## src/rtl/sata_fis_pkg.sv

```systemverilog
// Shared SATA FIS definitions for the transport layer.
// Holds the FIS type, command encodings, FSM states and dword packing.
package sata_fis_pkg;

    localparam logic [7:0] FIS_REG_H2D  = 8'h27;
    localparam logic [2:0] CMD_REG_CMD  = 3'd1;
    localparam logic [2:0] CMD_REG_CTRL = 3'd2;
    localparam int         FIS_DWORDS   = 5;

    typedef enum logic [2:0] {
        ST_IDLE,
        ST_REQ,
        ST_SEND,
        ST_WAIT,
        ST_DONE
    } tx_state_t;

    typedef struct packed {
        logic [15:0] feature;
        logic [47:0] lba;
        logic [15:0] count;
        logic [7:0]  command;
        logic [7:0]  dev;
        logic [7:0]  control;
        logic [3:0]  port;
        logic        c_bit;
    } reg_snap_t;

    function automatic logic [31:0] fis_dword(
        input reg_snap_t  s,
        input logic [2:0] idx
    );
        logic [31:0] dw;
        dw = '0;
        case (idx)
            3'd0:    dw = {s.feature[7:0], s.command, s.c_bit, 3'b000,
                           s.port, FIS_REG_H2D};
            3'd1:    dw = {s.dev, s.lba[23:0]};
            3'd2:    dw = {s.feature[15:8], s.lba[47:24]};
            3'd3:    dw = {s.control, 8'h00, s.count};
            default: dw = '0;
        endcase
        return dw;
    endfunction

endpackage

```

## src/rtl/tl_reg_fis_tx.sv

```systemverilog
// Register H2D FIS transmitter between command layer and link layer.
// Snapshots a request, sends five dwords, retries and watches for completion.
module tl_reg_fis_tx
    import sata_fis_pkg::*;
#(
    parameter int MAX_RETRIES = 3,
    parameter int WDOG_CYCLES = 65535
) (
    input  logic        clk,
    input  logic        rst,
    input  logic [2:0]  cmd_type,
    input  logic        cmd_val,
    input  logic [3:0]  cmd_port,
    output logic        cmd_busy,
    output logic        cmd_done_good,
    output logic        cmd_done_bad,
    input  logic [15:0] sh_feature_in,
    input  logic [47:0] sh_lba_in,
    input  logic [15:0] sh_count_in,
    input  logic [7:0]  sh_command_in,
    input  logic [7:0]  sh_dev_in,
    input  logic [7:0]  sh_control_in,
    output logic        ll_frame_req,
    input  logic        ll_frame_ack,
    output logic [31:0] ll_data_out,
    output logic        ll_data_val_out,
    output logic        ll_data_last_out,
    input  logic        ll_data_strobe_in,
    input  logic        ll_xmit_good,
    input  logic        ll_xmit_bad
);

    localparam int RW = (MAX_RETRIES > 0) ? $clog2(MAX_RETRIES + 1) : 1;
    localparam logic [RW-1:0] RETRY_MAX = RW'(MAX_RETRIES);
    localparam logic [15:0]   WDOG_LIM  = 16'(WDOG_CYCLES);
    localparam logic [2:0]    LAST_IDX  = 3'(FIS_DWORDS - 1);

    tx_state_t     state_q, state_n;
    reg_snap_t     snap_q;
    logic [2:0]    idx_q, idx_n;
    logic [RW-1:0] retry_q, retry_n;
    logic [15:0]   wdog_q, wdog_n;
    logic          type_ok;
    logic          accept;
    logic          reject;
    logic          fin_good;
    logic          fin_bad;
    logic          fail;

    assign type_ok = (cmd_type == CMD_REG_CMD) ||
                     (cmd_type == CMD_REG_CTRL);

    // Next state, dword index, retry and watchdog decode
    always_comb begin
        state_n  = state_q;
        idx_n    = idx_q;
        retry_n  = retry_q;
        wdog_n   = wdog_q;
        accept   = 1'b0;
        reject   = 1'b0;
        fin_good = 1'b0;
        fin_bad  = 1'b0;
        fail     = 1'b0;
        unique case (state_q)
            ST_IDLE, ST_DONE: begin
                state_n = ST_IDLE;
                if (cmd_val && type_ok) begin
                    accept  = 1'b1;
                    retry_n = '0;
                    state_n = ST_REQ;
                end else if (cmd_val) begin
                    reject = 1'b1;
                end
            end
            ST_REQ: begin
                if (ll_frame_ack) begin
                    idx_n   = '0;
                    state_n = ST_SEND;
                end
            end
            ST_SEND: begin
                if (ll_data_strobe_in) begin
                    if (idx_q == LAST_IDX) begin
                        wdog_n  = '0;
                        state_n = ST_WAIT;
                    end else begin
                        idx_n = idx_q + 3'd1;
                    end
                end
            end
            ST_WAIT: begin
                if (wdog_q != 16'hFFFF) begin
                    wdog_n = wdog_q + 16'd1;
                end
                fail = ll_xmit_bad || (wdog_q == WDOG_LIM);
                if (fail && (retry_q < RETRY_MAX)) begin
                    retry_n = retry_q + RW'(1);
                    state_n = ST_REQ;
                end else if (fail) begin
                    fin_bad = 1'b1;
                    state_n = ST_DONE;
                end else if (ll_xmit_good) begin
                    fin_good = 1'b1;
                    state_n  = ST_DONE;
                end
            end
            default: state_n = ST_IDLE;
        endcase
    end

    // State register and per-command counters
    always_ff @(posedge clk) begin
        if (rst) begin
            state_q <= ST_IDLE;
            idx_q   <= '0;
            retry_q <= '0;
            wdog_q  <= '0;
        end else begin
            state_q <= state_n;
            idx_q   <= idx_n;
            retry_q <= retry_n;
            wdog_q  <= wdog_n;
        end
    end

    // Request snapshot, held unchanged across all attempts
    always_ff @(posedge clk) begin
        if (rst) begin
            snap_q <= '0;
        end else if (accept) begin
            snap_q <= '{feature: sh_feature_in,
                        lba:     sh_lba_in,
                        count:   sh_count_in,
                        command: sh_command_in,
                        dev:     sh_dev_in,
                        control: sh_control_in,
                        port:    cmd_port,
                        c_bit:   (cmd_type == CMD_REG_CMD)};
        end
    end

    // Registered outputs decoded from the upcoming state
    always_ff @(posedge clk) begin
        if (rst) begin
            cmd_busy         <= 1'b0;
            cmd_done_good    <= 1'b0;
            cmd_done_bad     <= 1'b0;
            ll_frame_req     <= 1'b0;
            ll_data_val_out  <= 1'b0;
            ll_data_last_out <= 1'b0;
            ll_data_out      <= '0;
        end else begin
            cmd_busy         <= (state_n == ST_REQ) ||
                                (state_n == ST_SEND) ||
                                (state_n == ST_WAIT);
            cmd_done_good    <= fin_good;
            cmd_done_bad     <= fin_bad || reject;
            ll_frame_req     <= (state_n == ST_REQ);
            ll_data_val_out  <= (state_n == ST_SEND);
            ll_data_last_out <= (state_n == ST_SEND) &&
                                (idx_n == LAST_IDX);
            ll_data_out      <= (state_n == ST_SEND) ?
                                fis_dword(snap_q, idx_n) : 32'h0;
        end
    end

endmodule

```

## config.mk

```make
export PLATFORM = sky130hd
export DESIGN_NAME = tl_reg_fis_tx
export DESIGN_NICKNAME = d
export VERILOG_FILES = /design/src/rtl/sata_fis_pkg.sv /design/src/rtl/tl_reg_fis_tx.sv
export SDC_FILE = /design/constraint.sdc
export NUM_CORES = 1
export LEC_CHECK = 0
export BUFFER_PORTS_ARGS = -buffer_cell sky130_fd_sc_hd__buf_2
export CORE_AREA = 3 3 112 114
export DETAILED_ROUTE_END_ITERATION = 7
export DIE_AREA = 0 0 115 117
export PLACE_DENSITY_LB_ADDON = 0.15
export SLEW_MARGIN = 10
export SYNTH_ARGS = -nofsm -noshare
export SYNTH_HDL_FRONTEND = slang
export SYNTH_SLANG_ARGS = --single-unit
export TNS_END_PERCENT = 5
```

## constraint.sdc

```tcl
create_clock -name clk -period 4.03 [get_ports clk]
set_input_delay 0 -clock clk [delete_from_list [all_inputs] [get_ports clk]]
set_output_delay 0 -clock clk [all_outputs]
set_load 0.02 [all_outputs]
```

==> results of run 1 <==
## tightest hold or removal path, stage by stage
cell and delay [ns]:
buf_2 0.12, a21oi_2 0.09, mux2i_1 0.16, nor3_1 0.05
## final timing paths
check,to,start,cells past startpoint
max,ll_data_out[3]$_SDFF_PP0_,state_q[1]$_SDFF_PP0_,5
min,state_q[2]$_SDFF_PP0_,ll_xmit_bad,4
max reg2reg,ll_data_out[3]$_SDFF_PP0_,state_q[1]$_SDFF_PP0_,5
min reg2reg,snap_q[76]$_SDFFE_PP0P_,snap_q[76]$_SDFFE_PP0P_,2
## sequential cells by signal (all words and copies together) (netlist names), 2 cells and up
name	count
snap_q	109
ll_data_out	32
wdog_q	16
idx_q	3
state_q	3
retry_q	2
## cells by family after synthesis
family          count (synthesis)  share of synthesized area [%]
compound gates                186                           15.9
xor+xnor                       14                           1.82
fa+ha+maj                       4                          0.742
buf+inv                        59                           3.49
flops                         171                           50.8
mux                            47                           7.07
simple gates                  315                           20.2
## per-stage QoR
| stage | utilization [%] | hold slack (ns) | worst slack (ns) | power (mW) |
|---|---|---|---|---|
| 2_1_floorplan | - | 0.0966 | 2.06 | 1.93 |
| 3_3_place_gp | 65.6 | 0.234 | 1.29 | 2.03 |
| 3_5_place_dp | 65.6 | 0.248 | 1.12 | 2.04 |
| 4_1_cts | 83.1 | 0.0316 | 1.07 | 3.89 |
| 5_1_grt | 83.1 | 0.0622 | 0.776 | 4.03 |
| 6_report | 83.1 | 0.0527 | 0.980 | 3.91 |
## routing by layer
layer | track usage (%) | up-vias
li1 | - | 3255
met1 | 34.7 | 3252
met2 | 55.4 | 310
met3 | 7.71 | 56
met4 | 15.0 | 0
met5 | 0 | -
## cells in the final DEF (no fill, tap or decap), types with 5 or more instances in the layout
cell type      instances
nand3_1                6
buf_2                154
mux2_2                 5
mux2i_1               42
inv_1                  6
bufinv_16              5
nor2_1                23
dfxtp_1              171
xnor2_1               13
a211oi_1               9
a21oi_1              119
buf_4                  5
o22ai_1               28
dlygate4sd3_1        136
o21ai_0                6
clkbuf_16             17
nand3b_1               5
nand2_1              242
## area by class of cell
type | count | share of cell area (%)
sequential | 171 | 35.8
multi-input combinational | 566 | 32.4
timing repair buffer | 296 | 22.9
clock buffer | 21 | 4.81
clock inverter | 11 | 1.99
tap | 143 | 1.87
inverter | 6 | 0.235
## cells in the mapped netlist (2+ instances only)
cell | count | area share (%)
a2111oi_0 | 2 | 0.26
a211oi_1 | 9 | 1.0
a21oi_1 | 119 | 8.8
and2_1 | 3 | 0.28
and3_1 | 3 | 0.28
and3b_1 | 2 | 0.26
and4_1 | 2 | 0.26
buf_2 | 8 | 0.59
clkbuf_1 | 43 | 2.4
dfxtp_1 | 171 | 51
ha_1 | 4 | 0.74
inv_1 | 6 | 0.33
mux2_2 | 5 | 0.84
mux2i_1 | 42 | 6.2
nand2_1 | 242 | 13
nand2b_1 | 5 | 0.46
nand3_1 | 6 | 0.45
nand3b_1 | 5 | 0.56
nand4_1 | 3 | 0.28
nor2_1 | 24 | 1.3
nor3_1 | 3 | 0.22
nor4_1 | 2 | 0.19
o211ai_1 | 4 | 0.45
o21ai_0 | 6 | 0.45
o221a_2 | 4 | 0.67
o22ai_1 | 28 | 2.6
o311ai_0 | 2 | 0.26
or3_1 | 2 | 0.19
or4_1 | 3 | 0.33
xnor2_1 | 13 | 1.7
## power breakdown
part           internal (mW)  leakage [nW]  switching, mW
clock                   1.13         0.317          0.656
combinational          0.178          2.34          0.171
sequential              1.74          1.38         0.0290
==> metrics.md, run 1 <==
| Metric | Value |
|---|---|
| # port buffers | `about 160` |
| Core ar. | `11,500 µm²` |
| Crit path cell chain | `nor3b_1, a31oi_1, o211a_1, nand2_1, o22ai_1` |
| Final count of hold timing violations | `0` |
| Fin. max-slew vios | `0` |
| Share of cells above drive strength 1 | `between 15 and 20%` |
| Met1 Routed Length | `8020 µm` |
| Diodes inserted | `0` |
| Layout overhead on the synthesized area | `41.9%` |
| Sequential element share of the synthesized area | `between 50 and 60%` |
| Fin nets | `~1,200` |
| Fmax achieved | `0.328 GHz` |
| Bufs on Longest Clock Path | `2` |
| Post-synth cell types | `55` |
| RSZ-0062 raised after global routing | `false` |
| Endpoint type of the worst setup path | `register` |
| CP max FO | `21` |
| Peak supply drop | `roughly 330 µV` |
| Placed cells | `around 1,000` |
| Period minus WS final | `~3 ns` |
| Final Cycle Share | `approximately three quarters` |
| Slew headroom | `a little over a third` |
| Metal3 WL | `roughly 1400 µm` |
| Total CTS buffers | `17` |
| Crit-path max cell delay | `about 0.74 ns` |
| Syn nets | `918` |
| WS Path Type | `reg2reg` |
| Vias in the first global route | `about 7,000` |
| Startpoint Class | `register` |
| Die area | `13,500 µm²` |
| Clock latency at the later pin of the worst-skew pair | `roughly 0.42 ns` |
| Worst reg2reg setup slack | `a little under 1 ns` |
| Slowest cell on crit path | `nand2_1` |
| Delay-heaviest family, CP | `simple AND/OR/NAND/NOR gates` |
| # setup viols final | `0` |
| Drt wl/cell | `17.2 µm` |
| Max Cap Viol | `0` |
| Register bit total from synthesis | `around 170` |
| Async SR Flop Fraction | `0%` |
| Mapped cell area | `roughly 6700 µm²` |
| Placement Cell Area | `around 7600 µm²` |
| Clock transition at path regs | `0.07 ns` |
| DRT Wirelength | `~21,000 µm` |
| Total GRT Usage | `~31%` |
| Initial core utilization | `roughly three fifths` |
| Vias per cell | `5.66` |
| Antenna violations before repair | `0` |
| Buffer type at the clock tree root | `clkbuf_16` |
| Die width | `roughly 120 µm` |
| Number of synthesized flops with an enable pin | `0` |
| Top_reg_cell synth | `dfxtp_1` |
| Power per cell area | `409 nW/µm²` |
| Hold Buf Count CTS | `136` |
| Status | `finished, final reports clean` |
| Post-cts gate resize count | `0` |
| Worst Tran Pin Value | `0.961 ns` |
| Design Area, Final | `approximately 9600 µm²` |
| Gate Count Post-Synth | `slightly below 800` |
| Avg Synthesized Cell Area | `between 8 and 9 µm²` |
| Layout Skew | `approximately 0.0076 ns` |
| Placed wire-length estimate | `11,700 µm` |
| First-pass GRT wire length | `roughly 33,000 µm` |
| WP buf/inv | `0` |
| Largest net degree at the start of global routing | `94` |
| Residual DRC | `0` |
| Postcts setup bufs | `0` |
| Leakage Power | `between 4 and 5 nW` |
| Htree depth | `4` |
| Fin cells | `~1,200` |
| Hold Path Class | `in2reg` |
| Setup TNS Final | `0 ns` |
| Crit path required time | `roughly 4.3 ns` |
| Multi-input logic area | `3100 µm²` |
| Initial DRC Count | `between 500 and 600` |
| First-pass DRT Iterations | `8` |
| DR vias | `between 6,000 and 7,000` |
| FF+latch area | `3420 µm²` |
| ANT nets after route | `0` |
| Number of placement rows | `39` |
| Die span in y | `117 µm` |
| Number of synthesis warnings | `0` |
| GRT overflow | `0` |
| Clock sink count | `171` |
| Crit path DAT | `3.32 ns` |
| CTS tree | `built` |
| GP Congestion | `0.912` |
| Filler cells | `roughly 670` |
| Highest routing layer actually used | `met4` |
| Met2 Routed Length | `approximately 11,000 µm` |
| I/O Pins | `~160` |
Note: power is estimated with default switching activity, not from simulation.
==> inputs of run 2 (changes only) <==
--- a/config.mk
+++ b/config.mk
@@ -6,9 +6,9 @@
 export NUM_CORES = 1
 export LEC_CHECK = 0
 export BUFFER_PORTS_ARGS = -buffer_cell sky130_fd_sc_hd__buf_2
-export CORE_AREA = 3 3 112 114
+export CORE_AREA = 3 3 123 125
 export DETAILED_ROUTE_END_ITERATION = 7
-export DIE_AREA = 0 0 115 117
+export DIE_AREA = 0 0 126 128
 export PLACE_DENSITY_LB_ADDON = 0.15
 export SLEW_MARGIN = 10
 export SYNTH_ARGS = -nofsm -noshare
==> constraint.sdc (replaced) <==
create_clock -name clk -period 2.6 [get_ports clk]
set_input_delay 0 -clock clk [delete_from_list [all_inputs] [get_ports clk]]
set_output_delay 0 -clock clk [all_outputs]
set_load 0.02 [all_outputs]
==> metrics.md, run 2 (synthesized netlist as in run 1, its figures left out) <==
| Metric | Value |
|---|---|
| Clock transition at path regs | `0.06 ns (about the same)` |
| Clock latency at the later pin of the worst-skew pair | `0.42 ns (about the same)` |
| Fin. max-slew vios | `0 (unchanged)` |
| Bufs on Longest Clock Path | `2 (unchanged)` |
| Share of cells above drive strength 1 | `21.0% (+1.6 points)` |
| CTS tree | `built` |
| DRT Wirelength | `19,000 µm (-8.8%)` |
| Max FFs per register | `109 (unchanged)` |
| WS Path Type | `reg2reg` |
| Buffer type at the clock tree root | `clkbuf_16` |
| Residual DRC | `0 (unchanged)` |
| Vias per cell | `5.15 (-9.1%)` |
| GRT overflow | `0 (unchanged)` |
| I/O Pins | `156 (unchanged)` |
| Fmax achieved | `0.444 GHz (+35%)` |
| Die area | `16,100 µm² (+20%)` |
| Startpoint Class | `register` |
| Htree depth | `4 (unchanged)` |
| Vias in the first global route | `6,268 (-11%)` |
| Filler cells | `1,141 (+71%)` |
| Period minus WS final | `2.25 ns (-0.797 ns)` |
| # port buffers | `155 (unchanged)` |
| Final Cycle Share | `86.6% (+11 points)` |
| RSZ-0062 raised after global routing | `false` |
| Endpoint type of the worst setup path | `register` |
| Setup TNS Final | `0 ns (unchanged)` |
| Initial DRC Count | `374 (-34%)` |
| # setup viols final | `0 (unchanged)` |
| Slew headroom | `47.5% (+12 points)` |
| Status | `finished, final reports clean` |
| Power per cell area | `599 nW/µm² (+47%)` |
| Most frequent cells in the layout | `nand2_1 (242), dfxtp_1 (171), buf_2 (154), a21oi_1 (119), dlygate4sd3_1 (116)` |
| Fin nets | `1,175 (-0.42%)` |
| Final count of hold timing violations | `0 (unchanged)` |
| Peak supply drop | `491 µV (+49%)` |
| Slowest cell on crit path | `dfxtp_1` |
| Die span in y | `128 µm (+9.4%)` |
| Largest net degree at the start of global routing | `77 (-18%)` |
| Delay-heaviest family, CP | `compound AO/OA/AOI/OAI gates` |
| First-pass GRT wire length | `30,600 µm (-7.4%)` |
| Most common cell after layout, fill and taps aside | `nand2_1` |
| Util after Layout | `67.7% (-15 points)` |
| First-pass DRT Iterations | `5 (-3)` |
| WP buf/inv | `2 (+2)` |
| Total GRT Usage | `23.4% (-7.6 points)` |
| Postcts setup bufs | `0 (unchanged)` |
| Antenna violations before repair | `0 (unchanged)` |
| Hold Buf Count CTS | `116 (-15%)` |
| Top Registers | `snap_q (109), ll_data_out (32), wdog_q (16)` |
| DR vias | `6,420 (-6.6%)` |
| Placed wire-length estimate | `11,900 µm (+1.4%)` |
| Post-cts gate resize count | `0 (unchanged)` |
| Hold Path Class | `in2reg` |
| Total CTS buffers | `17 (unchanged)` |
| CP max FO | `16 (-24%)` |
| Drt wl/cell | `15.2 µm (-11%)` |
| Initial core utilization | `48.2% (-10 points)` |
| Worst Tran Pin Value | `0.788 ns (-0.173 ns)` |
| Leakage Power | `3.95 nW (-2.3%)` |
| Max Cap Viol | `0 (unchanged)` |
| Clock sink count | `171 (unchanged)` |
| Crit-path max cell delay | `0.59 ns (-0.15 ns)` |
| Die width | `126 µm (+9.6%)` |
| Core ar. | `14,000 µm² (+21%)` |
| Crit path cell chain | `nor3b_1, buf_4, a31oi_1, o211a_1, nand2_1, buf_4, o22ai_1` |
| Final worst slack | `0.347 ns (-0.633 ns)` |
| CP dominant cell by count | `buf_4` |
| Crit path required time | `2.94 ns (-1.36 ns)` |
| ANT nets after route | `0 (unchanged)` |
| Crit path DAT | `2.60 ns (-0.72 ns)` |
| Reg with most FFs | `snap_q` |
| Dpl ws | `0.402 ns (-0.722 ns)` |
| Layout overhead on the synthesized area | `40.4%` |
| GP Congestion | `0.786 (-14%)` |
| Layout Skew | `0.00709 ns (-0.000558 ns)` |
| Number of placement rows | `43 (+10%)` |
-- run 2: cell types whose count changed in the layout (fill, tap and decap cells not counted), moves of 2 or more --
| cell | change |
|---|---|
| dlygate4sd3_1 | -20 |
| buf_12 | +2 |
| bufinv_16 | -4 |
| clkinv_4 | +3 |
| buf_4 | +13 |
-- run 2: per-stage QoR --
stage	instance area [µm²]	cells	total power, mW	hold slack (ns)
2_1_floorplan	6740	796	3.00	0.0966
4_1_cts	9470	1246	5.69	0.0199
3_5_place_dp	7740	1098	3.18	0.223
5_1_grt	9470	1246	5.87	0.0593
6_report	9470	1247	5.67	0.0344
3_3_place_gp	7740	1098	3.17	0.217
-- run 2: where the power goes --
group          switching, mW  internal [mW]  total [mW]
Combinational          0.250          0.274       0.525
Clock                   1.06           1.35        2.41
Sequential            0.0411           2.70        2.74
Total                   1.35           4.32        5.67
-- run 2: final timing paths --
path	from	endpoint	slack (ns)	depth (start not counted)
worst max register to register	state_q[0]$_SDFF_PP0_	ll_data_out[14]$_SDFF_PP0_	0.35	7
worst min register to register	snap_q[92]$_SDFFE_PP0P_	snap_q[92]$_SDFFE_PP0P_	0.45	2
worst min-delay path	ll_xmit_bad	state_q[2]$_SDFF_PP0_	0.03	4
worst max-delay path	state_q[0]$_SDFF_PP0_	ll_data_out[14]$_SDFF_PP0_	0.35	7
-- run 2: layout make-up --
type | instances | area (µm²) | area share, %
Sequential cell | 171 | 3420 | 36.2
Multi-Input combinational cell | 566 | 3110 | 32.8
Timing Repair Buffer | 291 | 2130 | 22.5
Clock buffer | 19 | 443 | 4.68
Tap cell | 180 | 225 | 2.38
Clock inverter | 13 | 118 | 1.24
Inverter | 6 | 22.5 | 0.238
Antenna cell | 1 | 2.50 | 0.0264
-- run 2: per-layer routing --
metal  track usage, %  vias to the layer above  wire length [µm]  share of wire [%]
met5                0                        -                 0                  0
met4             6.81                        0               254                1.3
met3             5.63                       26              1040                5.5
met2             39.3                      186              9150                 48
met1             30.2                     2963              8560                 45
li1                 -                     3245                 -                  -
-- run 2: worst min-delay path, stage by stage --
cell	delay, ns
buf_2	0.11
a21oi_2	0.07
mux2i_1	0.16
nor3_1	0.06
